File: src/rtl/piso_shiftreg.sv
// piso_shiftreg: LSB-first parallel-to-serial shifter; din/load/ready capture a word, en advances sout, busy/done frame it
module piso_shiftreg #(
  parameter int   N        = 4,
  parameter logic IDLE_BIT = 1'b0
) (
  input  logic         clk,
  input  logic         rst_n,
  input  logic [N-1:0] din,
  input  logic         load,
  output logic         ready,
  input  logic         en,
  output logic         sout,
  output logic         busy,
  output logic         done
);
  localparam int CW = $clog2(N + 1);
  typedef enum logic {IDLE, SHIFT} state_t;
  state_t        state;
  logic [N-1:0]  sh;
  logic [CW-1:0] cnt;
  assign ready = state == IDLE;
  assign busy  = state == SHIFT;
  assign sout  = busy ? sh[0] : IDLE_BIT;
  always_ff @(posedge clk) begin
    if (!rst_n) begin
      state <= IDLE;
      sh    <= '0;
      cnt   <= '0;
      done  <= 1'b0;
    end else begin
      done <= 1'b0;
      if (state == IDLE) begin
        if (load) begin
          sh    <= din;
          cnt   <= CW'(N);
          state <= SHIFT;
        end
      end else if (en) begin
        sh  <= {IDLE_BIT, sh[N-1:1]};
        cnt <= cnt - CW'(1);
        if (cnt == CW'(1)) begin
          state <= IDLE;
          done  <= 1'b1;
        end
      end
    end
  end
endmodule

File: config.mk
export PLATFORM = sky130hd
export DESIGN_NAME = piso_shiftreg
export DESIGN_NICKNAME = d
export VERILOG_FILES = /design/src/rtl/piso_shiftreg.sv
export SDC_FILE = /design/constraint.sdc
export NUM_CORES = 1
export LEC_CHECK = 0
export BUFFER_PORTS_ARGS = -buffer_cell sky130_fd_sc_hd__buf_2
export CORE_AREA = 2 2 39 41
export DETAILED_ROUTE_END_ITERATION = 8
export DIE_AREA = 0 0 41 43
export GPL_ROUTABILITY_DRIVEN = 0
export PLACE_DENSITY = 0.64
export REMOVE_ABC_BUFFERS = 1
export SYNTH_ARGS = -nofsm -noshare
export SYNTH_HDL_FRONTEND = slang
export SYNTH_SLANG_ARGS = --single-unit
File: constraint.sdc
create_clock -name clk -period 1.03 [get_ports clk]
set_input_delay 0.206 -clock clk [delete_from_list [all_inputs] [get_ports clk]]
set_output_delay 0.206 -clock clk [all_outputs]
set_load 0.05 [all_outputs]
==> qor.txt, run 1 <==
DIE WIDTH -> 41 um
DP HPWL -> 561.9 um
Commonest cells post-synth -> dfxtp_1 (9), inv_1 (5), a211oi_1 (4), nor2_1 (4)
Register area share after synthesis -> 43.37%
Worst setup margin -> -0.09364 ns
Worst VDD drop -> 0.7022 mV
WL/cell -> 10.88 um
CTS buffer count -> 3
Port Buffers -> 11
Post-Layout Cell Count -> 80
Max FO, Critical Path -> 4
Worst Setup Start Kind -> register
Async set or reset register ratio after synthesis -> 0%
Net Sw Frac -> 28.38%
Final Setup Violations -> 8
Wire length of the first global-routing pass -> 1262 um
# rows -> 14
Sw power -> 0.0002507 W
Grt total ovfl -> 0
Mapped Area -> 415.4 um^2
PD cells -> 1363 nW/um^2
Dpl cells -> 74
Final ANT Viol Nets -> 0
Final #Nets -> 75
CP max-delay cell -> dfxtp_4
Yosys top cell area share -> 43.37%
Initial Utilization -> 30.02%
Most frequent cell after synthesis -> dfxtp_1
Ports -> 12
Worst-Skew Late Latency -> 0.26 ns
1st-iter DRT viols -> 4
DRC -> 0
Yosys warns -> 0
CTS tree -> yes
Critical Path, Cell by Cell -> buf_6 > inv_4 > buf_8
Max Cap Viol -> 0
Main area contributors after synthesis -> dfxtp_1 (43%), mux2i_1 (7.2%), a211oi_1 (7.2%)
Worst hold-check path type -> primary input to register
Ant. Diodes -> 0
Drt first pass iters -> 2
Clock period minus worst slack -> 1.124 ns
Via count -> 377
Tightest Pin Transition -> 0.2775 ns
Number of flops mapped to enable cells by yosys -> 0
Synth unique cells -> 19
Die Ht -> 43 um
Clk slew on worst S/H paths -> 0.06 ns
CP Class -> register to output port
Power share of the sequential group -> 44.6%
Vias per cell -> 4.713
Post-Synthesis Cells -> 44
Number of global-route vias before repair -> 325
Die ar. -> 1763 um^2
Comb pwr share -> 25.2%
Dominant synthesized flop cell -> dfxtp_1
P_leak -> 0.2762 nW
Clk buf depth -> 2
Worst Path Required -> 0.82 ns
Core area -> 1384 um^2
P&R area growth vs syn -> 56.02%
Internal power -> 0.0006325 W
Initial antenna violation count -> 0
CP arrival -> 0.92 ns
Slew Viols, Final -> 0
Max Freq -> 890.0 MHz
Fin crit share -> 109.1%
Clock power frac -> 30.2%
Layout cells sized above 1 -> 59.38%
Synth Register Bits -> 9
RSZ-0062 raised after global routing -> yes
Final Power -> 0.0008832 W
Leading area contributor after synthesis -> dfxtp_1
Largest net degree at the start of global routing -> 11
Status -> finished, violations left
Gr usage total -> 11.16%
Core Util, Final -> 46.84%
Failing checks -> setup timing
Slew Limit Headroom -> 81.48%
Clock sinks -> 9
Root buffer cell -> clkbuf_4
Number of H-tree levels -> 1
CP Capture Type -> output port
Worst Clk Skew -> 0.01073 ns
Final wirelength -> 870 um
Fin. Hold Viols -> 0
Flop-to-flop setup slack -> -0.05 ns
Largest incremental delay on the critical path -> 0.36 ns
Mean Syn Cell Area -> 9.441 um^2
[logic make-up after synthesis]
kind of cell    Yosys count  share of synthesized area, %
compound gates           10                         17.17
fa+ha+maj                 2                         6.023
flops                     9                         43.37
mux                       4                         10.84
buf+inv                   6                         6.326
simple gates             13                         16.27
[placed cells by master (no fill, tap or decap)]
cell type / instances
nor2_4: 1
a211oi_2: 3
nor2_2: 1
nand2_1: 3
mux2i_1: 3
o21ai_2: 1
buf_2: 7
clkbuf_4: 3
a21oi_1: 2
dfxtp_2: 2
nand3b_1: 1
ha_2: 1
dfxtp_4: 1
inv_1: 3
buf_6: 2
a311oi_2: 1
a211oi_1: 1
mux2_4: 1
clkbuf_1: 1
o22ai_2: 1
nor2b_4: 1
and2_4: 1
buf_8: 2
inv_4: 1
dfxtp_1: 6
o221a_2: 1
inv_2: 1
nor3b_1: 1
buf_4: 6
and2_1: 2
nor2_1: 2
ha_1: 1
[area by class of cell]
type / instances / area (um^2)
clock buffer: 4 / 26.28
timing repair buffer: 17 / 132.6
inverter: 5 / 21.27
fill: 135 / 735.7
sequential: 9 / 186.4
tap: 16 / 20.02
multi-input combinational: 29 / 261.5
[metrics by stage]
step	TNS, ns	area, um^2	hold slack [ns]	setup slack (ns)
2_1_floorplan	-4.715	407.9	0.3249	-0.5110
3_5_place_dp	-0.2028	513.0	0.4656	-0.09415
3_3_place_gp	-0.1905	513.0	0.4652	-0.06516
6_report	-0.3566	648.1	0.2082	-0.09364
4_1_cts	-0.3094	598.1	0.1970	-0.09673
5_1_grt	-0.7105	648.1	0.2048	-0.1267
[flip-flops by register name, indices dropped and copies added, names as in the netlist]
register	flops
busy	1
cnt	3
done	1
sh	4
[routing by layer]
metal  global-route usage [%]  vias to the layer above  wire, um
li1                         -                      194         -
met1                    12.58                      170       360
met3                    7.853                        2        54
met4                    6.000                        0        12
met2                    15.00                       11       443
met5                        0                        -         0
[critical path, delay by kind of cell (launching register included)]
kind	cells	cell delay, ns
buffers and inverters	3	0.29
flip-flops	1	0.36
[final timing paths]
path | start | end | cells past startpoint
worst max register to register | busy$_SDFF_PN0_ | cnt[2]$_SDFFE_PN0P_ | 4
worst min register to register | sh[1]$_SDFFE_PN0P_ | sh[1]$_SDFFE_PN0P_ | 2
worst min-delay path | rst_n | sh[3]$_SDFFE_PN0P_ | 2
worst max-delay path | busy$_SDFF_PN0_ | ready | 3
[repair_timing]
item                       CTS  global route
gates resized for setup     19            13
gates cloned                 0             0
setup buffers                1             1
pin swaps                    3             2
hold buffers                 0             0
setup endpoints to repair    9            13
[power groups by stage]
stage	Combinational [W]	Sequential, W	Clock (W)
finish	0.000222	0.000394	0.000267
global route	0.000241	0.000397	0.000294
CTS	0.000193	0.000390	0.000276
detailed placement	0.000160	0.000397	0
global placement	0.000158	0.000396	0
floorplan	0.0000895	0.000412	0
No activity file was read; power rests on OpenSTA's default activity.
==> run 2: changes to the inputs <==
--- a/config.mk
+++ b/config.mk
@@ -10,7 +10,7 @@
 export DETAILED_ROUTE_END_ITERATION = 8
 export DIE_AREA = 0 0 41 43
 export GPL_ROUTABILITY_DRIVEN = 0
-export PLACE_DENSITY = 0.64
+export PLACE_DENSITY = 0.65
 export REMOVE_ABC_BUFFERS = 1
 export SYNTH_ARGS = -nofsm -noshare
 export SYNTH_HDL_FRONTEND = slang
==> qor.txt, run 2 (synthesis gave the netlist of run 1 again) <==
Final Power -> 0.0008865 W (+0.37%)
Met3 Track Usage GR -> 6.283% (-1.6 points)
DRC -> 0 (unchanged)
Grt peak-use layer -> met2
Fin crit share -> 108.7% (-0.37 points)
Wire length of the first global-routing pass -> 1200 um (-4.9%)
# fillers -> 136 (+0.74%)
CP Capture Type -> output port
Worst-Skew Late Latency -> 0.26 ns (about the same)
Top reg by flops -> sh
Core Util, Final -> 45.21% (-1.6 points)
Drt first pass iters -> 4 (+2)
CP arrival -> 0.91 ns (about the same)
P&R area growth vs syn -> 50.60%
Total number of cells along the worst setup path -> 2 (-1)
Cts hold-fix bufs -> 0 (unchanged)
Delay-heaviest family, CP -> flip-flops
Layout Cell Area excl Fill -> 625.6 um^2 (-3.5%)
Layout cells sized above 1 -> 63.93% (+4.6 points)
Via count -> 385 (+2.1%)
Port Buffers -> 11 (unchanged)
Root buffer cell -> clkbuf_4
Ant. Diodes -> 0 (unchanged)
CTS buffer count -> 3 (unchanged)
Slew Limit Headroom -> 83.17% (+1.7 points)
1st-iter DRT viols -> 13 (+9)
Core area -> 1384 um^2 (unchanged)
Number of global-route vias before repair -> 322 (-0.92%)
Worst VDD drop -> 0.8597 mV (+22%)
Grt total ovfl -> 0 (unchanged)
GRT met1 Usage -> 10.06% (-2.5 points)
Clock period minus worst slack -> 1.120 ns (-0.003853 ns)
CP bufs+invs -> 1 (-2)
Min-Delay Path Depth -> 2 (unchanged)
Final Setup Violations -> 9 (+1)
Final #Nets -> 72 (-4.0%)
Worst setup margin -> -0.08979 ns (+0.003853 ns)
Final ANT Viol Nets -> 0 (unchanged)
Worst Setup Start Kind -> register
CTS tree -> yes
Worst Clk Skew -> 0.006999 ns (-0.003735 ns)
Max Freq -> 893.0 MHz (+0.34%)
Depth of the worst register-to-register path -> 3 (-1)
GR Util met2 -> 16.88% (+1.9 points)
Worst Path Required -> 0.82 ns (about the same)
Largest net degree at the start of global routing -> 11 (unchanged)
Tightest Pin Transition -> 0.2522 ns (-0.02535 ns)
Die Ht -> 43 um (unchanged)
Initial Utilization -> 30.02% (unchanged)
Clk slew on worst S/H paths -> 0.06 ns (about the same)
Launch point of the worst reg-to-reg path -> busy$_SDFF_PN0_
CP Class -> register to output port
Critical Path, Cell by Cell -> and2_4 > buf_8
Max reg flops -> 4 (unchanged)
Number of H-tree levels -> 1 (unchanged)
Status -> finished, violations left
Vias per cell -> 5.000 (+6.1%)
CP max-delay cell -> dfxtp_4
Commonest non-fill, non-tap cell in the layout -> buf_2
Failing checks -> setup timing
Worst hold-check path type -> primary input to register
RSZ-0062 raised after global routing -> yes
Max Cap Viol -> 0 (unchanged)
Ports -> 12 (unchanged)
Fin. Hold Viols -> 0 (unchanged)
P_leak -> 0.2581 nW (-6.6%)
# rows -> 14 (unchanged)
Largest incremental delay on the critical path -> 0.37 ns (about the same)
WL/cell -> 13.18 um (+21%)
Regs by FF count -> sh x4, cnt x3
DIE WIDTH -> 41 um (unchanged)
Min-delay src -> rst_n
Max FO, Critical Path -> 5 (+1)
Slew Viols, Final -> 0 (unchanged)
Placed inst area -> 498.0 um^2 (-2.9%)
PD cells -> 1417 nW/um^2 (+4.0%)
Initial antenna violation count -> 0 (unchanged)
Crit path launch -> busy$_SDFF_PN0_
Clock sinks -> 9 (unchanged)
Gr usage total -> 10.37% (-0.78 points)
Die ar. -> 1763 um^2 (unchanged)
Most frequent cells in the layout -> buf_2 (8), dfxtp_1 (6), a211oi_2 (4), buf_4 (4)
Clk buf depth -> 2 (unchanged)
Final wirelength -> 1015 um (+17%)
-- run 2: final cells by class --
type | instances | area, um^2 | share of cell area [%]
multi-input combinational | 29 | 274.0 | 43.80
sequential | 9 | 186.4 | 29.80
timing repair buffer | 14 | 100.1 | 16.00
clock buffer | 4 | 26.28 | 4.200
tap | 16 | 20.02 | 3.200
inverter | 5 | 18.77 | 3.000
-- run 2: through the flow --
| step | setup WS [ns] | hold WS [ns] | std cells | TNS (ns) |
|---|---|---|---|---|
| global route | -0.1199 | 0.2053 | 77 | -0.6925 |
| global placement | -0.04938 | 0.4677 | 72 | -0.1488 |
| finish | -0.08979 | 0.2018 | 77 | -0.3925 |
| detailed placement | -0.07605 | 0.4630 | 72 | -0.2379 |
| floorplan | -0.5110 | 0.3249 | 43 | -4.715 |
| CTS | -0.09407 | 0.1968 | 76 | -0.2342 |
-- run 2: repair_timing --
action | 4_1_cts | 5_1_grt
pin swaps | 3 | 1
resized for setup | 16 | 16
endpoints found under the setup margin | 10 | 12
setup buffers | 0 | 1
cloned | 0 | 0
-- run 2: worst register-to-register path, cell delays in order, from the launching register on --
cell and delay [ns]:
dfxtp_4 0.37, mux2_4 0.38, o22ai_2 0.14, and2_1 0.13
-- run 2: path summary, 6_finish.rpt --
path | slack (ns) | end
setup / recovery | -0.09 | sout
hold / removal | 0.20 | cnt[1]$_SDFFE_PN0P_
setup reg to reg | -0.06 | cnt[1]$_SDFFE_PN0P_
hold reg to reg | 0.53 | sh[0]$_SDFFE_PN0P_
-- run 2: where the power goes --
group          switching [W]  internal (W)
Clock               0.000120      0.000149
Combinational       0.000118      0.000100
Sequential         0.0000245      0.000375
-- run 2: routing by layer --
metal  up-vias  share of wire (%)
met2        15                 56
li1        188                  -
met5         -                  0
met1       180                 38
met4         0               0.89
met3         2                4.6
